[config.mk]
export PLATFORM = sky130hd
export DESIGN_NAME = led_csr_agent
export DESIGN_NICKNAME = d
export VERILOG_FILES = /design/src/rtl/led_csr_pkg.sv /design/src/rtl/led_csr_rdpipe.sv /design/src/rtl/led_csr_agent.sv
export SDC_FILE = /design/constraint.sdc
export NUM_CORES = 1
export LEC_CHECK = 0
export ABC_AREA = 1
export CAP_MARGIN = 30
export CELL_PAD_IN_SITES_DETAIL_PLACEMENT = 0
export CELL_PAD_IN_SITES_GLOBAL_PLACEMENT = 2
export CORE_UTILIZATION = 35
export CTS_CLUSTER_SIZE = 16
export DETAILED_ROUTE_END_ITERATION = 10
export GPL_TIMING_DRIVEN = 0
export PLACE_DENSITY_LB_ADDON = 0.1
export SKIP_CTS_REPAIR_TIMING = 1
export SLEW_MARGIN = 15
export SYNTH_ARGS = -nofsm -noshare
export SYNTH_HDL_FRONTEND = slang
export SYNTH_HIERARCHICAL = 1
export SYNTH_SLANG_ARGS = --single-unit
[constraint.sdc]
create_clock -name clock_sink_clk -period 4.9 [get_ports clock_sink_clk]
set_input_delay 0.98 -clock clock_sink_clk [delete_from_list [all_inputs] [get_ports clock_sink_clk]]
set_output_delay 0.98 -clock clock_sink_clk [all_outputs]
set_load 0.01 [all_outputs]
[src/rtl/led_csr_pkg.sv]
// Shared definitions for the LED CSR agent: register addresses, LED modes
// and the toggle-gap FSM states.
package led_csr_pkg;

  localparam logic [2:0] ADDR_CTRL    = 3'd0;
  localparam logic [2:0] ADDR_TOGGLE  = 3'd1;
  localparam logic [2:0] ADDR_STATUS  = 3'd2;
  localparam logic [2:0] ADDR_WCOUNT  = 3'd3;
  localparam logic [2:0] ADDR_SCRATCH = 3'd4;

  typedef enum logic [1:0] {
    MODE_OFF    = 2'b00,
    MODE_ON     = 2'b01,
    MODE_BLINK  = 2'b10,
    MODE_TOGGLE = 2'b11
  } mode_e;

  typedef enum logic {
    ST_IDLE = 1'b0,
    ST_GAP  = 1'b1
  } state_e;

endpackage

[src/rtl/led_csr_rdpipe.sv]
// Fixed-latency read return pipe: valid and data delayed by DEPTH cycles.
// Data is forced to zero in any slot that does not carry a valid read.
module led_csr_rdpipe #(
  parameter int DEPTH = 2,
  parameter int W     = 32
) (
  input  logic         clk,
  input  logic         rst,
  input  logic         in_valid,
  input  logic [W-1:0] in_data,
  output logic         out_valid,
  output logic [W-1:0] out_data
);

  logic [DEPTH-1:0] vld_q, vld_d;
  logic [W-1:0]     dat_q [DEPTH];
  logic [W-1:0]     dat_d [DEPTH];

  // NOTE: every signal assigned here is written on every path, so no latch is inferred.
  always_comb begin
    vld_d[0] = in_valid;
    dat_d[0] = in_valid ? in_data : '0;
    for (int i = 1; i < DEPTH; i++) begin
      vld_d[i] = vld_q[i-1];
      dat_d[i] = dat_q[i-1];
    end
  end

  // NOTE: the data slots are reset too, so readdata is zero straight out of reset.
  always_ff @(posedge clk or posedge rst) begin
    if (rst) begin
      vld_q <= '0;
      for (int i = 0; i < DEPTH; i++) dat_q[i] <= '0;
    end else begin
      // NOTE: non-blocking assignments so every stage shifts from pre-edge values.
      vld_q <= vld_d;
      for (int i = 0; i < DEPTH; i++) dat_q[i] <= dat_d[i];
    end
  end

  assign out_valid = vld_q[DEPTH-1];
  assign out_data  = dat_q[DEPTH-1];

endmodule

[src/rtl/led_csr_agent.sv]
// Avalon-MM CSR agent driving the LED blink controller (mode + toggle strobe).
// Define LED_CSR_IRQ_EN to build the led_state change interrupt.
module led_csr_agent
  import led_csr_pkg::*;
#(
  parameter int READ_LATENCY = 2,
  parameter int PULSE_GAP    = 8,
  parameter int CNT_W        = 16
) (
  input  logic        clock_sink_clk,
  input  logic        reset_sink_reset,
  input  logic [2:0]  avs_address,
  input  logic        avs_write,
  input  logic [31:0] avs_writedata,
  input  logic        avs_read,
  output logic [31:0] avs_readdata,
  output logic        avs_readdatavalid,
  output logic        avs_waitrequest,
  input  logic        led_state,
  output logic [1:0]  blink_flag,
  output logic        csr_write,
  output logic        irq
);

  state_e           state_q;
  logic [7:0]       gap_cnt_q;
  logic             csr_write_q;
  mode_e            mode_q, mode_d;
  logic [31:0]      scratch_q, scratch_d;
  logic [CNT_W-1:0] wcount_q, wcount_d;
  logic [31:0]      rd_data;
  logic             gap_busy, wr_acc, rd_acc, toggle_acc, irq_pend;

  // Only a TOGGLE write during the gap stalls; everything else passes.
  assign gap_busy        = (state_q == ST_GAP);
  assign avs_waitrequest = gap_busy && avs_write && (avs_address == ADDR_TOGGLE);
  assign wr_acc          = avs_write && !avs_waitrequest;
  assign rd_acc          = avs_read && !avs_write && !avs_waitrequest;
  assign toggle_acc      = wr_acc && (avs_address == ADDR_TOGGLE);

`ifdef LED_CSR_IRQ_EN
  // sync_q[1:0] synchronise led_state, sync_q[2] holds the previous level.
  logic [2:0] sync_q, sync_d;
  logic       irq_pend_q, irq_pend_d;

  always_comb begin
    sync_d     = {sync_q[1:0], led_state};
    irq_pend_d = irq_pend_q;
    if (wr_acc && (avs_address == ADDR_STATUS) && avs_writedata[2]) irq_pend_d = 1'b0;
    if (sync_q[2] ^ sync_q[1]) irq_pend_d = 1'b1;
  end

  always_ff @(posedge clock_sink_clk or posedge reset_sink_reset) begin
    if (reset_sink_reset) begin
      sync_q     <= '0;
      irq_pend_q <= 1'b0;
    end else begin
      sync_q     <= sync_d;
      irq_pend_q <= irq_pend_d;
    end
  end

  assign irq_pend = irq_pend_q;
`else
  assign irq_pend = 1'b0;
`endif

  assign irq = irq_pend;

  always_comb begin
    mode_d    = mode_q;
    scratch_d = scratch_q;
    wcount_d  = wcount_q;
    if (wr_acc) begin
      if (avs_address == ADDR_CTRL)    mode_d    = mode_e'(avs_writedata[1:0]);
      if (avs_address == ADDR_SCRATCH) scratch_d = avs_writedata;
      if (avs_address <= ADDR_SCRATCH) wcount_d  = wcount_q + CNT_W'(1);
    end
  end

  always_comb begin
    rd_data = '0;
    case (avs_address)
      ADDR_CTRL:    rd_data = {30'd0, mode_q};
      ADDR_STATUS:  rd_data = {26'd0, mode_q, 1'b0, irq_pend, gap_busy, led_state};
      ADDR_WCOUNT:  rd_data = 32'(wcount_q);
      ADDR_SCRATCH: rd_data = scratch_q;
      default:      rd_data = '0;
    endcase
  end

  always_ff @(posedge clock_sink_clk or posedge reset_sink_reset) begin
    if (reset_sink_reset) begin
      mode_q    <= MODE_OFF;
      scratch_q <= '0;
      wcount_q  <= '0;
    end else begin
      mode_q    <= mode_d;
      scratch_q <= scratch_d;
      wcount_q  <= wcount_d;
    end
  end

  // Leaving GAP as the counter reaches zero spaces pulses PULSE_GAP+1 apart.
  always_ff @(posedge clock_sink_clk or posedge reset_sink_reset) begin
    if (reset_sink_reset) begin
      state_q     <= ST_IDLE;
      gap_cnt_q   <= '0;
      csr_write_q <= 1'b0;
    end else begin
      csr_write_q <= 1'b0;
      case (state_q)
        ST_IDLE: begin
          if (toggle_acc) begin
            csr_write_q <= 1'b1;
            gap_cnt_q   <= 8'(PULSE_GAP);
            state_q     <= ST_GAP;
          end
        end
        ST_GAP: begin
          gap_cnt_q <= gap_cnt_q - 8'd1;
          if (gap_cnt_q == 8'd1) state_q <= ST_IDLE;
        end
        default: state_q <= ST_IDLE;
      endcase
    end
  end

  assign csr_write  = csr_write_q;
  assign blink_flag = mode_q;

  led_csr_rdpipe #(
    .DEPTH (READ_LATENCY),
    .W     (32)
  ) u_rdpipe (
    .clk       (clock_sink_clk),
    .rst       (reset_sink_reset),
    .in_valid  (rd_acc),
    .in_data   (rd_data),
    .out_valid (avs_readdatavalid),
    .out_data  (avs_readdata)
  );

endmodule

==> results of run 1 <==
[metrics by stage]
stage / power [W] / hold slack [ns] / area [sq um] / util, % / setup WS [ns]
floorplan: 0.00138 / 0.331 / 5010 / - / 2.27
global placement: 0.00149 / 0.331 / 5980 / 42.9 / 0.962
detailed placement: 0.00151 / 0.335 / 6040 / 43.3 / 1.43
CTS: 0.00267 / 0.347 / 6580 / 47.2 / 1.43
global route: 0.00277 / 0.350 / 6580 / 47.2 / 1.36
finish: 0.00263 / 0.345 / 6580 / 47.2 / 1.45
[layout make-up]
class / instances / area, sq um
timing repair buffer: 77 / 798
clock buffer: 24 / 482
fill: 1350 / 7350
clock inverter: 7 / 62.6
sequential: 126 / 3150
multi-input combinational: 294 / 1360
tap: 180 / 225
inverter: 101 / 384
buffer: 18 / 118
[critical path, delay by kind of cell]
kind / cells / cell delay (ns)
buffers and inverters: 3 / 1.15
and+or+nand+nor: 2 / 0.34
[how the worst min path moves through the flow]
stage / end / slack (ns)
floorplan: u_rdpipe/out_data[0] / 0.33
global placement: u_rdpipe/out_data[31] / 0.33
detailed placement: u_rdpipe/out_data[12] / 0.33
CTS: u_rdpipe/out_data[12] / 0.35
global route: u_rdpipe/out_data[17] / 0.35
finish: u_rdpipe/out_data[24] / 0.34
[cells by family after synthesis]
| kind of cell | after synthesis |
|---|---|
| simple gates | 213 |
| flops | 126 |
| buf+inv | 119 |
| compound gates | 68 |
| xor+xnor | 9 |
| fa+ha+maj | 3 |
| other cells | 1 |
[synthesized netlist by cell type (5+ instances only)]
cell and count:
sky130_fd_sc_hd__inv_1 101, sky130_fd_sc_hd__buf_6 5, sky130_fd_sc_hd__o22ai_1 13, sky130_fd_sc_hd__dfrtp_1 126, sky130_fd_sc_hd__a21oi_1 31, sky130_fd_sc_hd__nand3_1 22, sky130_fd_sc_hd__buf_2 6, sky130_fd_sc_hd__clkbuf_1 5
sky130_fd_sc_hd__nor2_1 68, sky130_fd_sc_hd__nand2_1 110, sky130_fd_sc_hd__o21ai_0 18, sky130_fd_sc_hd__xor2_1 9, sky130_fd_sc_hd__nand4_1 8
[power by group through the flow]
| stage | clock network [W] | registers [W] | logic [W] |
|---|---|---|---|
| 6_report | 0.00114 | 0.00119 | 0.000295 |
| 5_1_grt | 0.00123 | 0.00120 | 0.000339 |
| 4_1_cts | 0.00118 | 0.00119 | 0.000302 |
| 3_5_place_dp | 0 | 0.00121 | 0.000300 |
| 3_3_place_gp | 0 | 0.00121 | 0.000286 |
| 2_1_floorplan | 0 | 0.00120 | 0.000184 |
[flip-flops by register name, indices dropped and copies added (netlist names)]
| register | cells |
|---|---|
| scratch_q | 32 |
| u_rdpipe/vld_q | 2 |
| blink_flag | 2 |
| gap_cnt_q | 8 |
| u_rdpipe/out_data | 32 |
| wcount_q | 16 |
| csr_write | 1 |
| u_rdpipe/dat_d | 32 |
| gap_busy | 1 |
[per-layer routing]
| layer | GRT usage, % | wire length, um | up-vias |
|---|---|---|---|
| li1 | - | - | 1844 |
| met1 | 23.9 | 5610 | 1721 |
| met2 | 25.4 | 5170 | 70 |
| met3 | 4.12 | 335 | 8 |
| met4 | 7.41 | 106 | 0 |
| met5 | 0 | 0 | - |
==> impl_metrics.ini, run 1 <==
[run_status]
status = complete, no violations

[setup_path]
timing.critical_path.from = avs_address[2]
r2r_start = wcount_q[0]
critical_path.startpoint_type = input port
r2r_setup_slack_ns = 3.36
critPathArrivalTime_ns = 2.47
setup.worst_path.end = avs_waitrequest
slowest_stage = sky130_fd_sc_hd__clkdlybuf4s50_1
crit_path_cell_trace = clkdlybuf4s50_1, nor2_2, nand3_1, inv_1, clkdlybuf4s50_1
crit_required_ns = 3.92
worst_path_most_repeated_cell = sky130_fd_sc_hd__clkdlybuf4s50_1
critical-path-max-stage-delay_ns = 0.55
critPathKind = in2out
crit_path_end_kind = output pin
rr_endpoint = wcount_q[10]
timing.reg2reg.worst_path_depth = 7
critPathMaxFanout = 6

[layout]
mostFrequentLayoutCell = sky130_fd_sc_hd__dfrtp_1
layout.cells.non_filler = 827
antenna_cells = 0
layout.cells.most_common_list = sky130_fd_sc_hd__dfrtp_1, sky130_fd_sc_hd__nand2_1, sky130_fd_sc_hd__inv_1
flow.area_growth_from_synthesis_pct = 31.4
final_layout_size_suffix_gt1_share_pct = 7.42
finish.net_count = 678

[power]
power.density_nw_per_um2 = 400
sequential_power_share_pct = 45.3
power_switching_share_pct = 24.3
cell_int_power_w = 0.00199
power_switching_w = 0.000640
comb_power_share_pct = 11.2
power.share.clock_pct = 43.4
power.static_leakage_nw = 3.44
ir_drop_mv = 0.193

[job]
drv_cap = 0

[die]
row_count = 43
chipHeight_um = 122
fp.dieArea_sq_um = 14800
top_level_ports = 78
chipWidth_um = 122
start_util_pct = 35.9
placeableCoreArea_sq_um = 13900

[yosys]
ys_warn_count = 6
synth.area.mux_share_pct = 0
edff_count_synth = 0
net_count_synth = 582
synth_top_family_by_area = simple AND/OR/NAND/NOR gates
netlist.area_leader.share_pct = 63.0
synth-seq-area-share_pct = 63.0
synth_area_per_cell_sq_um = 9.29
synth-adder-area-share_pct = 0.749
synthTopCellsByArea = sky130_fd_sc_hd__dfrtp_1, sky130_fd_sc_hd__nand2_1, sky130_fd_sc_hd__inv_1
synth_async_sr_flop_share_pct = 100
ys_seq_elements = 126
synth-xor-area-share_pct = 1.57
synth-compound-area-share_pct = 7.42
synth_area_sq_um = 5010
synth.lib_cells_used.distinct = 24
post_synth_simple_gate_area_pct = 17.3
synth_top_cell_by_area = sky130_fd_sc_hd__dfrtp_1
ys_dominant_reg_cell = sky130_fd_sc_hd__dfrtp_1
synthCells = 539

[place]
port_buffers = 75
dp_cells = 796
dp_hpwl_mm = 7.96
place_congestion = 0.791

[routing]
drt-total-wl_mm = 11.2
routed-via-count = 3643
post_detailed_route_count_of_antenna_violating_nets = 0
drc = 0
routedWlPerCell_um = 13.6
route.detailed.vias_per_inst = 4.41
first_iter_violations = 204
drt_first_pass_iters = 4

[global_route]
grt_antenna_before_repair = 0
grt_pass1_vias = 3592
grt_usage_pct = 17.1
pin_count_of_the_biggest_net_entering_global_routing = 51
gr-total-overflow = 0
grt_pass1_wl_mm = 18.9

[timing]
fmax_mhz = 290
totalNegativeSetupSlack_ns = 0
setup_repair_after_global_routing_missed_its_margin = false
clock-skew-final_ns = 0.00854
final.min_clock_period_ns = 3.45
slew-limit-headroom_pct = 54.8
finalHoldViolations = 0
worst-slew-pin-transition_ns = 0.676
min_period_over_period_pct = 70.4
setup_viol = 0
timing_max_transition_violations_final = 0

[hold_path]
min_path_cells = 0
min-delay-start = u_rdpipe/dat_d[24]
hp-class = reg2reg

[clocking]
clock_path_buffers = 2
tritoncts_clock_tree = yes
cts.htree.levels = 4
cts-root-buf = sky130_fd_sc_hd__clkbuf_16
clock_buffers_created_by_tritoncts = 17
cts_sinks = 126
clock_latency_late_sink_ns = 0.40
path_clk_slew_ns = 0.05
(Power assumes the default switching activity.)
==> inputs of run 2 (changes only) <==
- CORE_UTILIZATION: 35 -> 30
- clock period: 4.9 -> 3 ns (I/O delays scaled with it)
==> run 2 against run 1 <==
Combinational power up 63%. Worst hold slack worse by 0.010 ns. Largest cell class unchanged. Final cell count up 4.5%. Sequential power up 64%. Routed wire length up 7.9%. Clock skew about the same. Worst setup slack worse by 1.1 ns. Clock power up 91%.
==> impl_metrics.ini, run 2 (synthesis results as in run 1) <==
[setup_path]
crit_path_end_kind = output pin
timing.reg2reg.worst_path_depth = 5
critical_path.startpoint_type = input port
critPathMaxFanout = 6
rr_endpoint = gap_cnt_q[6]
crit_family = buffers and inverters
crit_path_cell_trace = clkdlybuf4s50_1, nor2_2, nand3_1, inv_1, clkdlybuf4s50_1
r2r_setup_slack_ns = 1.46
critPathArrivalTime_ns = 2.08
critPathKind = in2out
crit_required_ns = 2.40
slowest_stage = sky130_fd_sc_hd__clkdlybuf4s50_1
worst_path_most_repeated_cell = sky130_fd_sc_hd__clkdlybuf4s50_1
r2r_start = gap_busy
worstPathBufferInverterCount = 3
critical-path-max-stage-delay_ns = 0.55

[place]
post_dp_cell_area_sq_um = 6080
place_congestion = 0.787
dp_cells = 832
dp_hpwl_mm = 8.50
port_buffers = 75

[die]
fp.dieArea_sq_um = 17200
placeableCoreArea_sq_um = 16100
top_level_ports = 78
chipHeight_um = 131
chipWidth_um = 131
start_util_pct = 31.1
row_count = 46

[run_status]
status = complete, no violations

[power]
power_w = 0.00461
power.density_nw_per_um2 = 686
ir_drop_mv = 0.363
power.static_leakage_nw = 3.46

[timing]
clock-skew-final_ns = 0.00872
final.min_clock_period_ns = 2.68
worst-slew-pin-transition_ns = 0.711
setup_viol = 0
min_period_over_period_pct = 89.4
timing_max_transition_violations_final = 0
fmax_mhz = 373
finalHoldViolations = 0
slew-limit-headroom_pct = 52.4
setup_repair_after_global_routing_missed_its_margin = false

[layout]
layout.cells.most_common_list = sky130_fd_sc_hd__dfrtp_1, sky130_fd_sc_hd__nand2_1, sky130_fd_sc_hd__inv_1
layout.cells.non_filler = 864
final_layout_size_suffix_gt1_share_pct = 7.87
mostFrequentLayoutCell = sky130_fd_sc_hd__dfrtp_1
flow.area_growth_from_synthesis_pct = 34.0
post-route-cell-area_sq_um = 6710
antenna_cells = 0
finish.net_count = 678

[routing]
route.detailed.vias_per_inst = 4.26
drt-total-wl_mm = 12.1
first_iter_violations = 229
routed-via-count = 3677
drc = 0
post_detailed_route_count_of_antenna_violating_nets = 0
drt_first_pass_iters = 6
routedWlPerCell_um = 14.0

[hold_path]
min_path_cells = 0
hold_end = u_rdpipe/out_data[2]
hp-class = reg2reg
min-delay-start = u_rdpipe/dat_d[2]

[global_route]
grt_antenna_before_repair = 0
gr-total-overflow = 0
grt_usage_pct = 15.6
pin_count_of_the_biggest_net_entering_global_routing = 50
grt_pass1_wl_mm = 20.6
grt_pass1_vias = 3807

[clocking]
clock_latency_late_sink_ns = 0.41
tritoncts_clock_tree = yes
clock_path_buffers = 2
cts.htree.levels = 4
clock_buffers_created_by_tritoncts = 17
cts_sinks = 126
path_clk_slew_ns = 0.06
cts-root-buf = sky130_fd_sc_hd__clkbuf_16

[job]
drv_cap = 0
==> run 2: changes by cell type in the layout (fill, tap and decap cells not counted), sizes merged <==
| cell | delta |
|---|---|
| bufinv | +3 |
| clkbuf | -4 |
| clkinv | -2 |
| clkinvlp | +3 |
| inv | +1 |
==> run 2: stage by stage <==
stage	util, %	hold slack [ns]	TNS, ns	setup slack, ns
after floorplan	-	0.331	0	0.745
after global placement	37.4	0.332	-75.34	-0.619
after detailed placement	37.7	0.335	0	0.328
after CTS	41.7	0.339	0	0.321
after global routing	41.7	0.349	0	0.199
final	41.7	0.335	0	0.319
==> run 2: layer usage <==
| layer | part of all wire, % | up-vias | track usage, % |
|---|---|---|---|
| met5 | 0 | - | 0 |
| met4 | 1.2 | 0 | 5.10 |
| li1 | - | 1848 | - |
| met2 | 46 | 66 | 24.0 |
| met3 | 3.6 | 12 | 4.24 |
| met1 | 49 | 1751 | 21.2 |
==> run 2: worst max path at each step <==
| stage | slack [ns] | startpoint | depth (start not counted) | endpoint |
|---|---|---|---|---|
| 2_1_floorplan | 0.75 | reset_sink_reset | 1 | u_rdpipe/dat_d[0] |
| 6_report | 0.32 | avs_address[2] | 5 | avs_waitrequest |
| 3_3_place_gp | -0.62 | reset_sink_reset | 2 | wcount_q[14] |
| 4_1_cts | 0.32 | avs_address[2] | 5 | avs_waitrequest |
| 5_1_grt | 0.20 | avs_address[2] | 5 | avs_waitrequest |
| 3_5_place_dp | 0.33 | avs_address[2] | 5 | avs_waitrequest |
==> run 2: cell type report <==
class                           count  area, sq um
Inverter                          101          384
Clock buffer                       20          447
Timing Repair Buffer               77          798
Tap cell                          216          270
Clock inverter                     12          185
Sequential cell                   126         3150
Fill cell                        1602         9400
Multi-Input combinational cell    294         1360
Buffer                             18          118
==> run 2: power by group <==
part	total (W)	leakage [nW]	internal, W	switching [W]
Combinational	0.000480	1.56	0.000202	0.000278
Clock	0.00218	0.293	0.00142	0.000759
Sequential	0.00195	1.61	0.00186	0.0000913
